`config.mk`:
```
export PLATFORM = sky130hd
export DESIGN_NAME = schmitt_trigger_mc
export DESIGN_NICKNAME = d
export VERILOG_FILES = /design/src/rtl/schmitt_trigger_mc.sv
export SDC_FILE = /design/constraint.sdc
export NUM_CORES = 1
export LEC_CHECK = 0
export CORE_ASPECT_RATIO = 1.75
export CORE_MARGIN = 10
export CORE_UTILIZATION = 30
export DETAILED_ROUTE_END_ITERATION = 7
export PLACE_DENSITY_LB_ADDON = 0.15
export SETUP_SLACK_MARGIN = 0.3
export SLEW_MARGIN = 20
export SYNTH_ARGS = -nofsm -noshare
export SYNTH_HDL_FRONTEND = slang
export SYNTH_SLANG_ARGS = --single-unit
```
`constraint.sdc`:
```
create_clock -name clk -period 11.94 [get_ports clk]
set_input_delay 2.388 -clock clk [delete_from_list [all_inputs] [get_ports clk]]
set_output_delay 2.388 -clock clk [all_outputs]
set_load 0.01 [all_outputs]
```
`src/rtl/schmitt_trigger_mc.sv`:
```
// Multi-channel hysteresis comparator: per-channel dwell-qualified Schmitt trigger
// with rise/fall pulses and a saturating rise-to-rise period counter.

module stm_ch #(
   parameter int WD = 14,
   parameter int DW = 8,
   parameter int PW = 24
) (
   input  logic                 clk,
   input  logic                 rst,
   input  logic                 smp_en,
   input  logic                 run_en,
   input  logic signed [WD-1:0] d,
   input  logic signed [WD-1:0] th_hi,
   input  logic signed [WD-1:0] th_lo,
   input  logic [DW-1:0]        n,
   output logic                 q,
   output logic                 rise,
   output logic                 fall,
   output logic [PW-1:0]        period,
   output logic                 period_valid
);

   typedef enum logic [1:0] {S_LOW, S_ARM_HI, S_HIGH, S_ARM_LO} st_t;

   st_t           st_q, st_d;
   logic [DW-1:0] cnt_q, cnt_d;
   logic          rise_d, fall_d;
   logic [PW-1:0] pcnt_q;
   logic          first_q;

   logic          hi_x, lo_x, arm_done;
   logic [DW:0]   cnt_inc;

   assign hi_x     = d > th_hi;
   assign lo_x     = d < th_lo;
   assign cnt_inc  = {1'b0, cnt_q} + (DW+1)'(1);
   // >= rather than == so a dwell lowered mid-arming confirms on the next sample
   assign arm_done = cnt_inc >= {1'b0, n};
   assign q        = (st_q == S_HIGH) || (st_q == S_ARM_LO);

   always_comb begin
      st_d   = st_q;
      cnt_d  = cnt_q;
      rise_d = 1'b0;
      fall_d = 1'b0;
      if (run_en) begin
         case (st_q)
            S_LOW: if (hi_x) begin
               if (n == DW'(1)) begin
                  st_d   = S_HIGH;
                  cnt_d  = '0;
                  rise_d = 1'b1;
               end else begin
                  st_d  = S_ARM_HI;
                  cnt_d = DW'(1);
               end
            end
            S_ARM_HI: if (hi_x) begin
               if (arm_done) begin
                  st_d   = S_HIGH;
                  cnt_d  = '0;
                  rise_d = 1'b1;
               end else begin
                  cnt_d = cnt_inc[DW-1:0];
               end
            end else begin
               st_d  = S_LOW;
               cnt_d = '0;
            end
            S_HIGH: if (lo_x) begin
               if (n == DW'(1)) begin
                  st_d   = S_LOW;
                  cnt_d  = '0;
                  fall_d = 1'b1;
               end else begin
                  st_d  = S_ARM_LO;
                  cnt_d = DW'(1);
               end
            end
            S_ARM_LO: if (lo_x) begin
               if (arm_done) begin
                  st_d   = S_LOW;
                  cnt_d  = '0;
                  fall_d = 1'b1;
               end else begin
                  cnt_d = cnt_inc[DW-1:0];
               end
            end else begin
               st_d  = S_HIGH;
               cnt_d = '0;
            end
            default: begin
               st_d  = S_LOW;
               cnt_d = '0;
            end
         endcase
      end
   end

   always_ff @(posedge clk or posedge rst) begin
      if (rst) begin
         st_q  <= S_LOW;
         cnt_q <= '0;
         rise  <= 1'b0;
         fall  <= 1'b0;
      end else begin
         st_q  <= st_d;
         cnt_q <= cnt_d;
         rise  <= rise_d;
         fall  <= fall_d;
      end
   end

   // Period counter keeps running even while thresholds are misconfigured
   always_ff @(posedge clk or posedge rst) begin
      if (rst) begin
         pcnt_q       <= '0;
         first_q      <= 1'b0;
         period       <= '0;
         period_valid <= 1'b0;
      end else begin
         period_valid <= 1'b0;
         if (smp_en) begin
            if (rise_d) begin
               if (first_q) begin
                  period       <= pcnt_q;
                  period_valid <= 1'b1;
               end
               pcnt_q  <= PW'(1);
               first_q <= 1'b1;
            end else if (pcnt_q != '1) begin
               pcnt_q <= pcnt_q + PW'(1);
            end
         end
      end
   end

endmodule

module schmitt_trigger_mc #(
   parameter int WD  = 14,
   parameter int NCH = 4,
   parameter int DW  = 8,
   parameter int PW  = 24
) (
   input  logic                  clk,
   input  logic                  rst,
   input  logic                  din_valid,
   input  logic [NCH*WD-1:0]     din,
   input  logic signed [WD-1:0]  th_hi,
   input  logic signed [WD-1:0]  th_lo,
   input  logic [DW-1:0]         dwell,
   output logic [NCH-1:0]        q,
   output logic [NCH-1:0]        rise,
   output logic [NCH-1:0]        fall,
   output logic [NCH*PW-1:0]     period,
   output logic [NCH-1:0]        period_valid,
   output logic                  cfg_err
);

   logic [DW-1:0] n_eff;

   assign n_eff = (dwell == '0) ? DW'(1) : dwell;

   always_ff @(posedge clk or posedge rst) begin
      if (rst) cfg_err <= 1'b0;
      else     cfg_err <= th_lo > th_hi;
   end

   for (genvar g = 0; g < NCH; g++) begin : g_ch
      stm_ch #(.WD(WD), .DW(DW), .PW(PW)) u_ch (
         .clk          (clk),
         .rst          (rst),
         .smp_en       (din_valid),
         .run_en       (din_valid & ~cfg_err),
         .d            (din[g*WD +: WD]),
         .th_hi        (th_hi),
         .th_lo        (th_lo),
         .n            (n_eff),
         .q            (q[g]),
         .rise         (rise[g]),
         .fall         (fall[g]),
         .period       (period[g*PW +: PW]),
         .period_valid (period_valid[g])
      );
   end

endmodule

```
Yosys cells after proc, flatten, opt, wreduce, memory -nomap -nowiden:

Index checks and enable logic that the tools add are counted.
Widths: inputs -> output; s select.

* add/sub/neg operators: 8
* $lt $le $gt $ge: 13
* equality and inequality tests: 33
* mux-type cells: 113
* bitwise operators: 2
* reductions and logical operators: 33

Operators by type and width (number)
* $mux 24: 8
* $mux 8: 21
* $pmux 8 s4: 4
* $add 24x1->24 const B: 4
* $ne 24x24->1 const B: 4
* $gt 14x14->1: 5
* $lt 14x14->1: 4
* $mux 2: 26
* $mux 1: 42
* $add 8x1->9 const B: 4
* $ge 9x8->1: 4
* $pmux 2 s4: 4
* $ne 3x3->1 const B: 8
* $reduce_and 3->1: 8
* $reduce_and 5->1: 4
* $eq 2x2->1 const B: 8
* $ne 2x1->1 const B: 8
* $pmux 1 s2: 8
* $reduce_and 2->1: 8
* $eq 2x1->1 const B: 4
* $eq 8x1->1 const B: 1
* $logic_not 2->1: 4
* $logic_not 8->1: 1
* $reduce_bool 2->1: 4
* other kinds (3): 6

* bits in registers: 249
* input port bits: 95
* logic and storage cells: 235

Logic depth before layout (Yosys ltp):

Gate-level depths: netlist of the first run.

* depth in word-level cells: 9
* gate-level depth with buffers: 16
* gate-level depth less buffers: 14

By module:

A second synthesis of the first run with hierarchy kept.

* cells, all modules: 1768
* area total of the unflattened synthesis: 17040.1 µm²

By module, submodules not included
* stm_ch at g_ch[0].u_ch ...: instances 3, cells each 426, area each 4152.7 µm²
* stm_ch at g_ch[3].u_ch: instances 1, cells each 428, area each 4140.2 µm²
* schmitt_trigger_mc: instances 1, cells each 62, area each 441.7 µm²

Least setup slack after synthesis of the first run:

No wires, ideal clock.

* path type: input-to-reg
* from: in dwell[6]
* to: reg g_ch[3].u_ch.period[10]
* data arrival time: 5.251 ns
* data required time: 11.815 ns
* slack: 6.565 ns
* cell stages on the path: 15
* buffers on the path: 1
* cells stage by stage: inv_1 nand4_1 nor4_2 or2_2 ha_1 nor2b_1 o21ai_0 a311oi_1 o211ai_1 nor3b_1 nand2_1 inv_1 nand2_1 buf_2 mux2_2

* longest elaborated chain between the ends: 8
* elaborated cells between the ends (all ways): 11
* classes of those cells: order compare (1); eq/ne (1); mux (7); reduce/logical (2)

Ends and longest elaborated chain
* start: declaration: line 153 `input logic [DW-1:0] dwell,`
* $logic_not 8->1: line 164 `assign n_eff = (dwell == '0) ? DW'(1) : dwell;`
* $mux 8 *: line 164
* $ge 9x8->1 / $eq 8x1->1 (equally long branches): line 39, 50
* $mux 1 (on tied branches): line 60, 50
* $mux 1 (on tied branches): line 59, 49
* $pmux 1 s2 *: line 48 `case (st_q)`
* $mux 1 *: line 47 `if (run_en) begin`
* $reduce_and 3->1 (no source line) *
* end signal: assignment: line 127 `period <= pcnt_q;`
* end: declaration: line 20 `output logic [PW-1:0] period,`

Every way passes the cells marked *; elsewhere a longest branch is shown, timed or not.
A chain may end at the register's enable or synchronous reset.

Worst setup path after layout of the first run:

* from: in dwell[1]
* to: reg g_ch[3].u_ch.period[22]

The elaborated chain is that of the path after synthesis.

==> results.sh, run 1 <==
export IMPL_status="complete, no violations"
export IMPL_cts_buffer_depth=3
export IMPL_synth_seq_cells=249
export IMPL_ctsResizeCount=0
export IMPL_dieArea_um2=59800
export IMPL_p_sw_share_pct=32.3
export IMPL_finalWorstSetupSlack_ns=5.42
export IMPL_max_stage_delay_ns=0.54
export IMPL_slew_headroom_pct=38.6
export IMPL_vdd_drop_max_uv=108
export IMPL_synth_cell_types=72
export IMPL_post_drt_wl_per_cell_um=19.5
export IMPL_total_power_uw=2650
export IMPL_finalSetupTns_ns=0
export IMPL_layout_commonest_cell="dfrtp_1"
export IMPL_async_flop_share_pct=100
export IMPL_grt_start_max_net_pins=109
export IMPL_slew_viol_final=0
export IMPL_ctsHoldBuffers=0
export IMPL_drt_total_wl_um=46000
export IMPL_area_growth_pct=24.2
export IMPL_end_kind="flip-flop"
export IMPL_coreArea_um2=49600
export IMPL_place_area_um2=17700
export IMPL_die_h_um=316
export IMPL_seqPwrFrac_pct=41.5
export IMPL_intPower_uw=1790
export IMPL_antennaDiodeCount=0
export IMPL_setup_violations=0
export IMPL_drc=0
export IMPL_grtUsageMet2_pct=28.3
export IMPL_power_switching_uw=855
export IMPL_fin_worst_skew_ns=0.0238
export IMPL_cts_htree_levels=1
export IMPL_drive_gt1_share_pct=9.47
export IMPL_synth_edf_count=0
export IMPL_layout_common_cells="249 x dfrtp_1, 206 x clkdlybuf4s50_1, 162 x ha_1, 119 x nor2_1, 93 x nand2_1"
export IMPL_syn_nets=1743
export IMPL_num_vias=11804
export IMPL_critPathKind="primary input to flip-flop"
export IMPL_drt_iter0_markers=459
export IMPL_clkTransAtPathRegs_ns=0.06
export IMPL_nNetsFinal=1936
export IMPL_postCtsSetupBuffers=0
export IMPL_worst_slew_pin_slew_ns=0.920
export IMPL_gp_congestion=0.868
export IMPL_period_needed_ns=6.52
export IMPL_post_dp_hpwl_um=35100
export IMPL_crit_fanout=25
export IMPL_gr_total_overflow=0
export IMPL_critPathLaunch="dwell[1]"
export IMPL_firstDrtPassIters=4
export IMPL_min_from="g_ch[0].u_ch.first_q"
export IMPL_port_buffers=207
export IMPL_met3_usage_pct=3.13
export IMPL_seq_area_frac_synth_pct=41.4
export IMPL_max_cap_viol_count=0
export IMPL_syn_avg_cell_area_um2=10.1
export IMPL_instances_no_fill=2360
export IMPL_cp_cell_sequence="clkdlybuf4s50_1 -> inv_1 -> nand4_1 -> nor4_2 -> buf_4 -> or2_2 -> ha_1 -> nor2b_1 -> o21ai_0 -> a311oi_1 -> o211ai_1 -> nor3b_1 -> nand2_1 -> inv_1 -> nand2_2 -> mux2_2"
export IMPL_hp_class="flip-flop to flip-flop"
export IMPL_grt_pass1_wl_um=72000
export IMPL_boundaryPins=208
export IMPL_top_usage_layer="met2"
export IMPL_grt_use_total_pct=15.2
export IMPL_place_ws_ns=4.39
export IMPL_grt_pass1_vias=12558
export IMPL_finalHoldViolations=0
export IMPL_routed_via_density=5.00
export IMPL_initial_core_util_pct=30.3
export IMPL_cts_tree="yes"
export IMPL_power_frac_comb_pct=25.5
export IMPL_fmax_mhz=153
export IMPL_drtAntennaViolNets=0
export IMPL_rows=108
export IMPL_rsz0062_at_grt="no"
export IMPL_r2r_start="g_ch[3].u_ch.cnt_q[0]"
export IMPL_period_share_pct=54.6
export IMPL_mappedNetlistArea_um2=15000
export IMPL_arrival_ns=6.94
export IMPL_critPathMostFrequentCell="inv_1"
export IMPL_critPathLaunchType="primary input"
export IMPL_finalInstanceArea_um2=18700
export IMPL_met1_usage_pct=16.2
export IMPL_cts_root_buffer="clkbuf_16"
export IMPL_syn_inst=1486
export IMPL_p_clk_share_pct=33.0
export IMPL_clock_latency_ns=0.56
export IMPL_antenna_found_initial=0
export IMPL_dp_cells=2310
export IMPL_crit_slowest_cell="inv_1"
export IMPL_clock_sinks=249
export IMPL_synth_ff_type="dfrtp_1"
export IMPL_power_density_nw_per_um2=142
export IMPL_leakage_uw=0.00882
export IMPL_yosys_warnings=0
export IMPL_numCtsBuffers=27
export IMPL_die_width_um=189
export IMPL_worstPathRequired_ns=12.37
==> final timing paths <==
| check | endpoint | slack (ns) | depth (start not counted) |
|---|---|---|---|
| setup / recovery | g_ch[3].u_ch.period[22] | 5.42 | 16 |
| hold / removal | g_ch[0].u_ch.first_q | 0.47 | 1 |
| setup reg to reg | g_ch[3].u_ch.period[22] | 7.53 | 13 |
| hold reg to reg | g_ch[0].u_ch.first_q | 0.47 | 1 |
| max in group asynchronous | g_ch[1].u_ch.period[8] | 8.09 | 3 |
| min in group asynchronous | g_ch[3].u_ch.period_valid | 2.37 | 2 |
==> registers in the layout (all words and copies together) (netlist names) <==
signal                  cells
cfg_err                     1
g_ch.u_ch.cnt_q            32
g_ch.u_ch.fall              4
g_ch.u_ch.first_q           4
g_ch.u_ch.pcnt_q           96
g_ch.u_ch.period           96
g_ch.u_ch.period_valid      4
g_ch.u_ch.rise              4
g_ch.u_ch.st_q              8
==> final cells by class <==
type                       count  area (um2)
timing repair buffer         218        2150
fill                        4970       30900
clock inverter                10         118
clock buffer                  40         805
tap                          660         826
sequential                   249        6230
multi-input combinational   1107        8240
inverter                      76         293
==> cells by family (layout without fill, tap and decap cells) <==
group           Yosys count  in the layout  share of synthesized area, %
simple gates            499            499                          17.0
compound gates          270            270                          12.3
flops                   249            249                          41.4
fa+ha+maj               162            162                          13.5
buf+inv                 130            344                          3.87
mux                     106            106                          7.87
xor+xnor                 70             70                          4.08
==> cell usage after synthesis, drive strengths merged (3+ instances only) <==
cell type	instances	area [um2]
or3	8	50.1
nor3b	4	30.0
a21oi	50	250
a211o	4	35.0
inv	76	285
a21o	42	315
o21ai	71	355
nor4	10	75.1
nor2	119	447
o31ai	3	27.5
xor2	37	324
mux2i	8	80.1
and4	15	131
nor4b	3	41.3
a311oi	3	26.3
nand2	96	360
o41ai	3	26.3
o21a	6	45.0
a31oi	10	62.6
buf	29	203
a221oi	3	26.3
and3	31	194
nand4	43	269
nor2b	11	68.8
ha	162	2030
a22o	27	236
nand2b	32	200
clkbuf	25	93.8
nor3	31	155
xnor2	33	289
a41oi	3	26.3
o211ai	4	30.0
o2111ai	4	41.3
a221o	4	40.0
or2	8	50.1
nand3	66	330
and2	15	93.8
a211oi	12	90.1
mux2	98	1100
dfrtp	249	6230
==> power by group through the flow <==
stage | Clock (uW) | Combinational (uW) | Sequential, uW
after floorplan | 0 | 415 | 1080
after global placement | 0 | 674 | 1110
after detailed placement | 0 | 685 | 1120
after CTS | 909 | 689 | 1100
after global routing | 939 | 758 | 1120
final | 873 | 676 | 1100
==> metrics by stage <==
step / util, % / hold slack, ns
after global placement: 35.8 / 0.446
after detailed placement: 35.8 / 0.443
after CTS: 37.6 / 0.473
after global routing: 37.6 / 0.496
after floorplan: - / 0.430
final: 37.6 / 0.468
==> per-layer routing <==
metal / wire length, um / vias to the layer above / part of all wire (%)
met5: 0 / - / 0
met4: 1700 / 0 / 3.7
met3: 2330 / 68 / 5.1
met2: 24100 / 242 / 52
met1: 17900 / 5728 / 39
li1: - / 5766 / -
==> critical path: cells and delay by family <==
| kind | cells | cell delay (ns) |
|---|---|---|
| mux | 1 | 0.43 |
| buf+inv | 4 | 1.33 |
| fa+ha+maj | 1 | 0.29 |
| simple gates | 7 | 1.73 |
| compound gates | 3 | 0.74 |
(Power assumes the default switching activity.)
==> run 2, diff against run 1 <==
==> constraint.sdc (replaced) <==
create_clock -name clk -period 5.4 [get_ports clk]
set_input_delay 1.08 -clock clk [delete_from_list [all_inputs] [get_ports clk]]
set_output_delay 1.08 -clock clk [all_outputs]
set_load 0.01 [all_outputs]
==> results.sh, run 2 (synthesis gave the netlist of run 1 again) <==
export IMPL_area_growth_pct=25.3
export IMPL_drive_gt1_share_pct=10.2
export IMPL_max_stage_delay_ns=0.58
export IMPL_period_share_pct=85.2
export IMPL_fmax_mhz=217
export IMPL_reg_largest_list="g_ch.u_ch.pcnt_q: 96 flops, g_ch.u_ch.period: 96 flops, g_ch.u_ch.cnt_q: 32 flops"
export IMPL_port_buffers=207
export IMPL_ff2ff_setup_slack_ns=1.78
export IMPL_fin_worst_skew_ns=0.0280
export IMPL_clock_latency_ns=0.56
export IMPL_grt_pass1_wl_um=72900
export IMPL_met3_usage_pct=3.13
export IMPL_numCtsBuffers=27
export IMPL_post_drt_wl_per_cell_um=19.6
export IMPL_max_cap_viol_count=0
export IMPL_gr_total_overflow=0
export IMPL_cp_cell_sequence="clkdlybuf4s50_1 -> inv_1 -> ha_1 -> nand4_1 -> nor3_1 -> o31ai_1 -> a31oi_1 -> mux2i_1 -> nor4b_4 -> and2_1 -> buf_4 -> mux2_2"
export IMPL_drt_iter0_markers=466
export IMPL_grt_use_total_pct=15.3
export IMPL_top_usage_layer="met2"
export IMPL_rr_endpoint="g_ch[3].u_ch.period[21]"
export IMPL_intPower_uw=4090
export IMPL_cts_root_buffer="clkbuf_16"
export IMPL_slew_headroom_pct=34.2
export IMPL_finalInstanceArea_um2=18800
export IMPL_coreArea_um2=49600
export IMPL_initial_core_util_pct=30.3
export IMPL_min_from="g_ch[0].u_ch.first_q"
export IMPL_num_vias=11904
export IMPL_ctsHoldBuffers=0
export IMPL_end_kind="flip-flop"
export IMPL_crit_slowest_cell="nor3_1"
export IMPL_postCtsSetupBuffers=0
export IMPL_finalSetupTns_ns=0
export IMPL_grtUsageMet2_pct=28.1
export IMPL_die_h_um=316
export IMPL_drt_total_wl_um=46600
export IMPL_setup_violations=0
export IMPL_rsz0062_at_grt="no"
export IMPL_drtAntennaViolNets=0
export IMPL_critPathKind="primary input to flip-flop"
export IMPL_drc=0
export IMPL_clock_sinks=249
export IMPL_seqPwrFrac_pct=40.8
export IMPL_layout_commonest_cell="dfrtp_1"
export IMPL_layout_common_cells="249 x dfrtp_1, 206 x clkdlybuf4s50_1, 162 x ha_1, 119 x nor2_1, 96 x nand2_1"
export IMPL_power_density_nw_per_um2=318
export IMPL_slew_viol_final=0
export IMPL_vdd_drop_max_uv=258
export IMPL_arrival_ns=5.04
export IMPL_finalHoldViolations=0
export IMPL_cts_htree_levels=1
export IMPL_power_switching_uw=1910
export IMPL_r2r_start="g_ch[3].u_ch.cnt_q[0]"
export IMPL_leakage_uw=0.00892
export IMPL_hp_class="flip-flop to flip-flop"
export IMPL_period_needed_ns=4.60
export IMPL_r2r_cells=15
export IMPL_nNetsFinal=1951
export IMPL_antenna_found_initial=0
export IMPL_post_dp_hpwl_um=35700
export IMPL_die_width_um=189
export IMPL_status="complete, no violations"
export IMPL_firstDrtPassIters=4
export IMPL_cts_buffer_depth=3
export IMPL_grt_start_max_net_pins=118
export IMPL_routed_via_density=5.01
export IMPL_grt_pass1_vias=12518
export IMPL_boundaryPins=208
export IMPL_worst_slew_pin_slew_ns=0.979
export IMPL_min_to="g_ch[0].u_ch.first_q"
export IMPL_power_frac_comb_pct=25.0
export IMPL_critPathLaunchType="primary input"
export IMPL_gp_congestion=0.863
export IMPL_critPathLaunch="th_hi[13]"
export IMPL_met1_usage_pct=17.0
export IMPL_dieArea_um2=59800
export IMPL_clkTransAtPathRegs_ns=0.06
export IMPL_place_area_um2=17900
export IMPL_rows=108
export IMPL_p_clk_share_pct=34.2
export IMPL_p_sw_share_pct=31.8
export IMPL_crit_fanout=25
export IMPL_post_route_util_pct=38.0
export IMPL_cts_tree="yes"
export IMPL_hold_depth=1
export IMPL_ctsResizeCount=0
export IMPL_worstPathRequired_ns=5.84
[run 2: worst max path at each step]
| stage | to | slack [ns] | depth (start not counted) |
|---|---|---|---|
| final | g_ch[0].u_ch.period[20] | 0.80 | 12 |
| after global routing | g_ch[0].u_ch.period[20] | 0.75 | 12 |
| after CTS | g_ch[0].u_ch.period[0] | 0.88 | 12 |
| after detailed placement | g_ch[0].u_ch.period[22] | 0.30 | 12 |
| after global placement | g_ch[0].u_ch.period[20] | 0.45 | 12 |
| after floorplan | cfg_err | 1.05 | 1 |
[run 2: critical path: cells and delay by family]
kind,cells,cell delay (ns)
compound gates,2,0.86
fa+ha+maj,1,0.34
buf+inv,3,0.95
mux,2,0.61
simple gates,4,1.18
[run 2: area by class of cell]
type	count	area, um2
Inverter	76	289
Clock inverter	14	218
Antenna cell	1	2.50
Fill cell	4998	30800
Timing Repair Buffer	233	2270
Sequential cell	249	6230
Clock buffer	35	756
Multi-Input combinational cell	1107	8240
Tap cell	660	826
[run 2: stage by stage]
| stage | total power [uW] | setup slack (ns) | cells | hold WS, ns |
|---|---|---|---|---|
| floorplan | 3310 | 1.05 | 1486 | 0.430 |
| global placement | 3980 | 0.450 | 2325 | 0.448 |
| detailed placement | 4000 | 0.299 | 2325 | 0.449 |
| CTS | 6110 | 0.882 | 2374 | 0.469 |
| global route | 6370 | 0.754 | 2374 | 0.510 |
| finish | 5990 | 0.800 | 2375 | 0.467 |
[run 2: power groups by stage]
stage | clock (uW) | combinational, uW | sequential, uW
global placement | 0 | 1500 | 2480
CTS | 2130 | 1530 | 2450
detailed placement | 0 | 1520 | 2480
global route | 2190 | 1680 | 2490
finish | 2050 | 1500 | 2440
floorplan | 0 | 919 | 2390
[run 2: metal layers]
layer | up-vias | wire length, um | share of wire (%)
li1 | 5804 | - | -
met1 | 5811 | 18700 | 40
met2 | 235 | 24100 | 52
met3 | 54 | 2260 | 4.8
met4 | 0 | 1480 | 3.2
met5 | - | 0 | 0
==> run 3, diff against run 2 <==
==> constraint.sdc (replaced) <==
create_clock -name clk -period 4.2 [get_ports clk]
set_input_delay 0.84 -clock clk [delete_from_list [all_inputs] [get_ports clk]]
set_output_delay 0.84 -clock clk [all_outputs]
set_load 0.01 [all_outputs]
==> results.sh, run 3 (synthesis gave the netlist of run 1 again) <==
export IMPL_status="complete, no violations"
export IMPL_rows=108
export IMPL_die_width_um=189
export IMPL_hold_depth=1
export IMPL_cts_root_buffer="clkbuf_16"
export IMPL_clkTransAtPathRegs_ns=0.06
export IMPL_rr_endpoint="g_ch[1].u_ch.pcnt_q[13]"
export IMPL_critPathKind="primary input to flip-flop"
export IMPL_power_density_nw_per_um2=401
export IMPL_gp_congestion=0.893
export IMPL_numCtsBuffers=26
export IMPL_period_share_pct=87.5
export IMPL_area_growth_pct=28.5
export IMPL_dieArea_um2=59800
export IMPL_r2r_cells=12
export IMPL_slew_headroom_pct=44.1
export IMPL_layout_common_cells="249 x dfrtp_1, 206 x clkdlybuf4s50_1, 162 x ha_1, 119 x nor2_1, 96 x nand2_1"
export IMPL_clock_sinks=249
export IMPL_grt_pass1_wl_um=74800
export IMPL_nNetsFinal=2008
export IMPL_drt_iter0_markers=383
export IMPL_fmax_mhz=272
export IMPL_r2r_start="g_ch[1].u_ch.cnt_q[0]"
export IMPL_setup_violations=0
export IMPL_place_ws_ns=-0.0631
export IMPL_worstPathRequired_ns=4.63
export IMPL_post_dp_hpwl_um=37100
export IMPL_vdd_drop_max_uv=344
export IMPL_max_stage_delay_ns=0.46
export IMPL_fin_worst_skew_ns=0.0159
export IMPL_leakage_uw=0.00922
export IMPL_total_power_uw=7750
export IMPL_cp_cell_sequence="clkdlybuf4s50_1 -> inv_1 -> nand4_1 -> nor4_2 -> or2_2 -> buf_4 -> ha_1 -> nor2b_1 -> o21ai_0 -> a311o_1 -> a31oi_1 -> nor4_4 -> buf_4 -> nand2b_1 -> o41ai_1"
export IMPL_clock_latency_ns=0.54
export IMPL_drc=0
export IMPL_rsz0062_at_grt="no"
export IMPL_die_h_um=316
export IMPL_initial_core_util_pct=30.3
export IMPL_gr_total_overflow=0
export IMPL_finalHoldViolations=0
export IMPL_grt_use_total_pct=15.7
export IMPL_postCtsSetupBuffers=0
export IMPL_crit_fanout=5
export IMPL_firstDrtPassIters=5
export IMPL_crit_slowest_cell="clkdlybuf4s50_1"
export IMPL_finalWorstSetupSlack_ns=0.524
export IMPL_critPathMostFrequentCell="buf_4"
export IMPL_cp_buffers_inverters=4
export IMPL_boundaryPins=208
export IMPL_ff2ff_setup_slack_ns=0.77
export IMPL_coreArea_um2=49600
export IMPL_ctsResizeCount=0
export IMPL_antenna_found_initial=1
export IMPL_reg_largest_list="g_ch.u_ch.pcnt_q: 96 flops, g_ch.u_ch.period: 96 flops, g_ch.u_ch.cnt_q: 32 flops"
export IMPL_grt_start_max_net_pins=97
export IMPL_grt_pass1_vias=12969
export IMPL_worst_slew_pin_slew_ns=0.830
export IMPL_arrival_ns=4.10
export IMPL_routed_via_density=5.01
export IMPL_max_cap_viol_count=0
export IMPL_crit_family="compound AO/OA/AOI/OAI gates"
export IMPL_drive_gt1_share_pct=13.1
export IMPL_cts_buffer_depth=3
export IMPL_ctsHoldBuffers=0
export IMPL_num_vias=12184
export IMPL_fin_hold_ws_ns=0.469
export IMPL_hp_class="flip-flop to flip-flop"
export IMPL_end_kind="flip-flop"
export IMPL_slew_viol_final=0
export IMPL_min_from="g_ch[2].u_ch.first_q"
export IMPL_port_buffers=207
export IMPL_period_needed_ns=3.68
export IMPL_layout_commonest_cell="dfrtp_1"
export IMPL_cts_tree="yes"
export IMPL_critPathLaunchType="primary input"
export IMPL_post_drt_wl_per_cell_um=19.5
export IMPL_min_to="g_ch[2].u_ch.first_q"
export IMPL_cts_htree_levels=1
export IMPL_drt_total_wl_um=47400
export IMPL_drtAntennaViolNets=0
export IMPL_finalSetupTns_ns=0
## run 3: layout make-up
type,count,area (um2)
clock inverter,13,195
fill,4975,30300
multi-input combinational,1107,8240
clock buffer,35,766
tap,660,826
timing repair buffer,291,2770
inverter,76,289
sequential,249,6230
antenna,1,2.50
## run 3: metrics by stage
stage / cell area, um2 / cells / util [%]
6_report: 19300 / 2432 / 39.0
5_1_grt: 19300 / 2432 / 39.0
4_1_cts: 19300 / 2431 / 38.9
3_5_place_dp: 18400 / 2383 / 37.0
3_3_place_gp: 18400 / 2383 / 37.0
2_1_floorplan: 15000 / 1486 / -
## run 3: report_power, final
part / internal (uW) / switching [uW]
logic: 1020 / 999
clock network: 1580 / 1020
registers: 2730 / 409
## run 3: worst max path at each step
stage	from	to	cells past startpoint
final	dwell[1]	g_ch[1].u_ch.pcnt_q[13]	15
after global placement	th_hi[3]	g_ch[0].u_ch.period[20]	13
after CTS	th_hi[3]	g_ch[0].u_ch.period[1]	13
after detailed placement	dwell[1]	g_ch[1].u_ch.pcnt_q[13]	15
after global routing	dwell[1]	g_ch[1].u_ch.pcnt_q[4]	15
after floorplan	rst	cfg_err	1
## run 3: routing by layer
| layer | global-route usage (%) | vias up | part of all wire (%) |
|---|---|---|---|
| met5 | 0 | - | 0 |
| met4 | 6.57 | 0 | 3.9 |
| met3 | 3.04 | 70 | 4.8 |
| met2 | 29.8 | 246 | 53 |
| met1 | 16.5 | 5960 | 38 |
| li1 | - | 5908 | - |
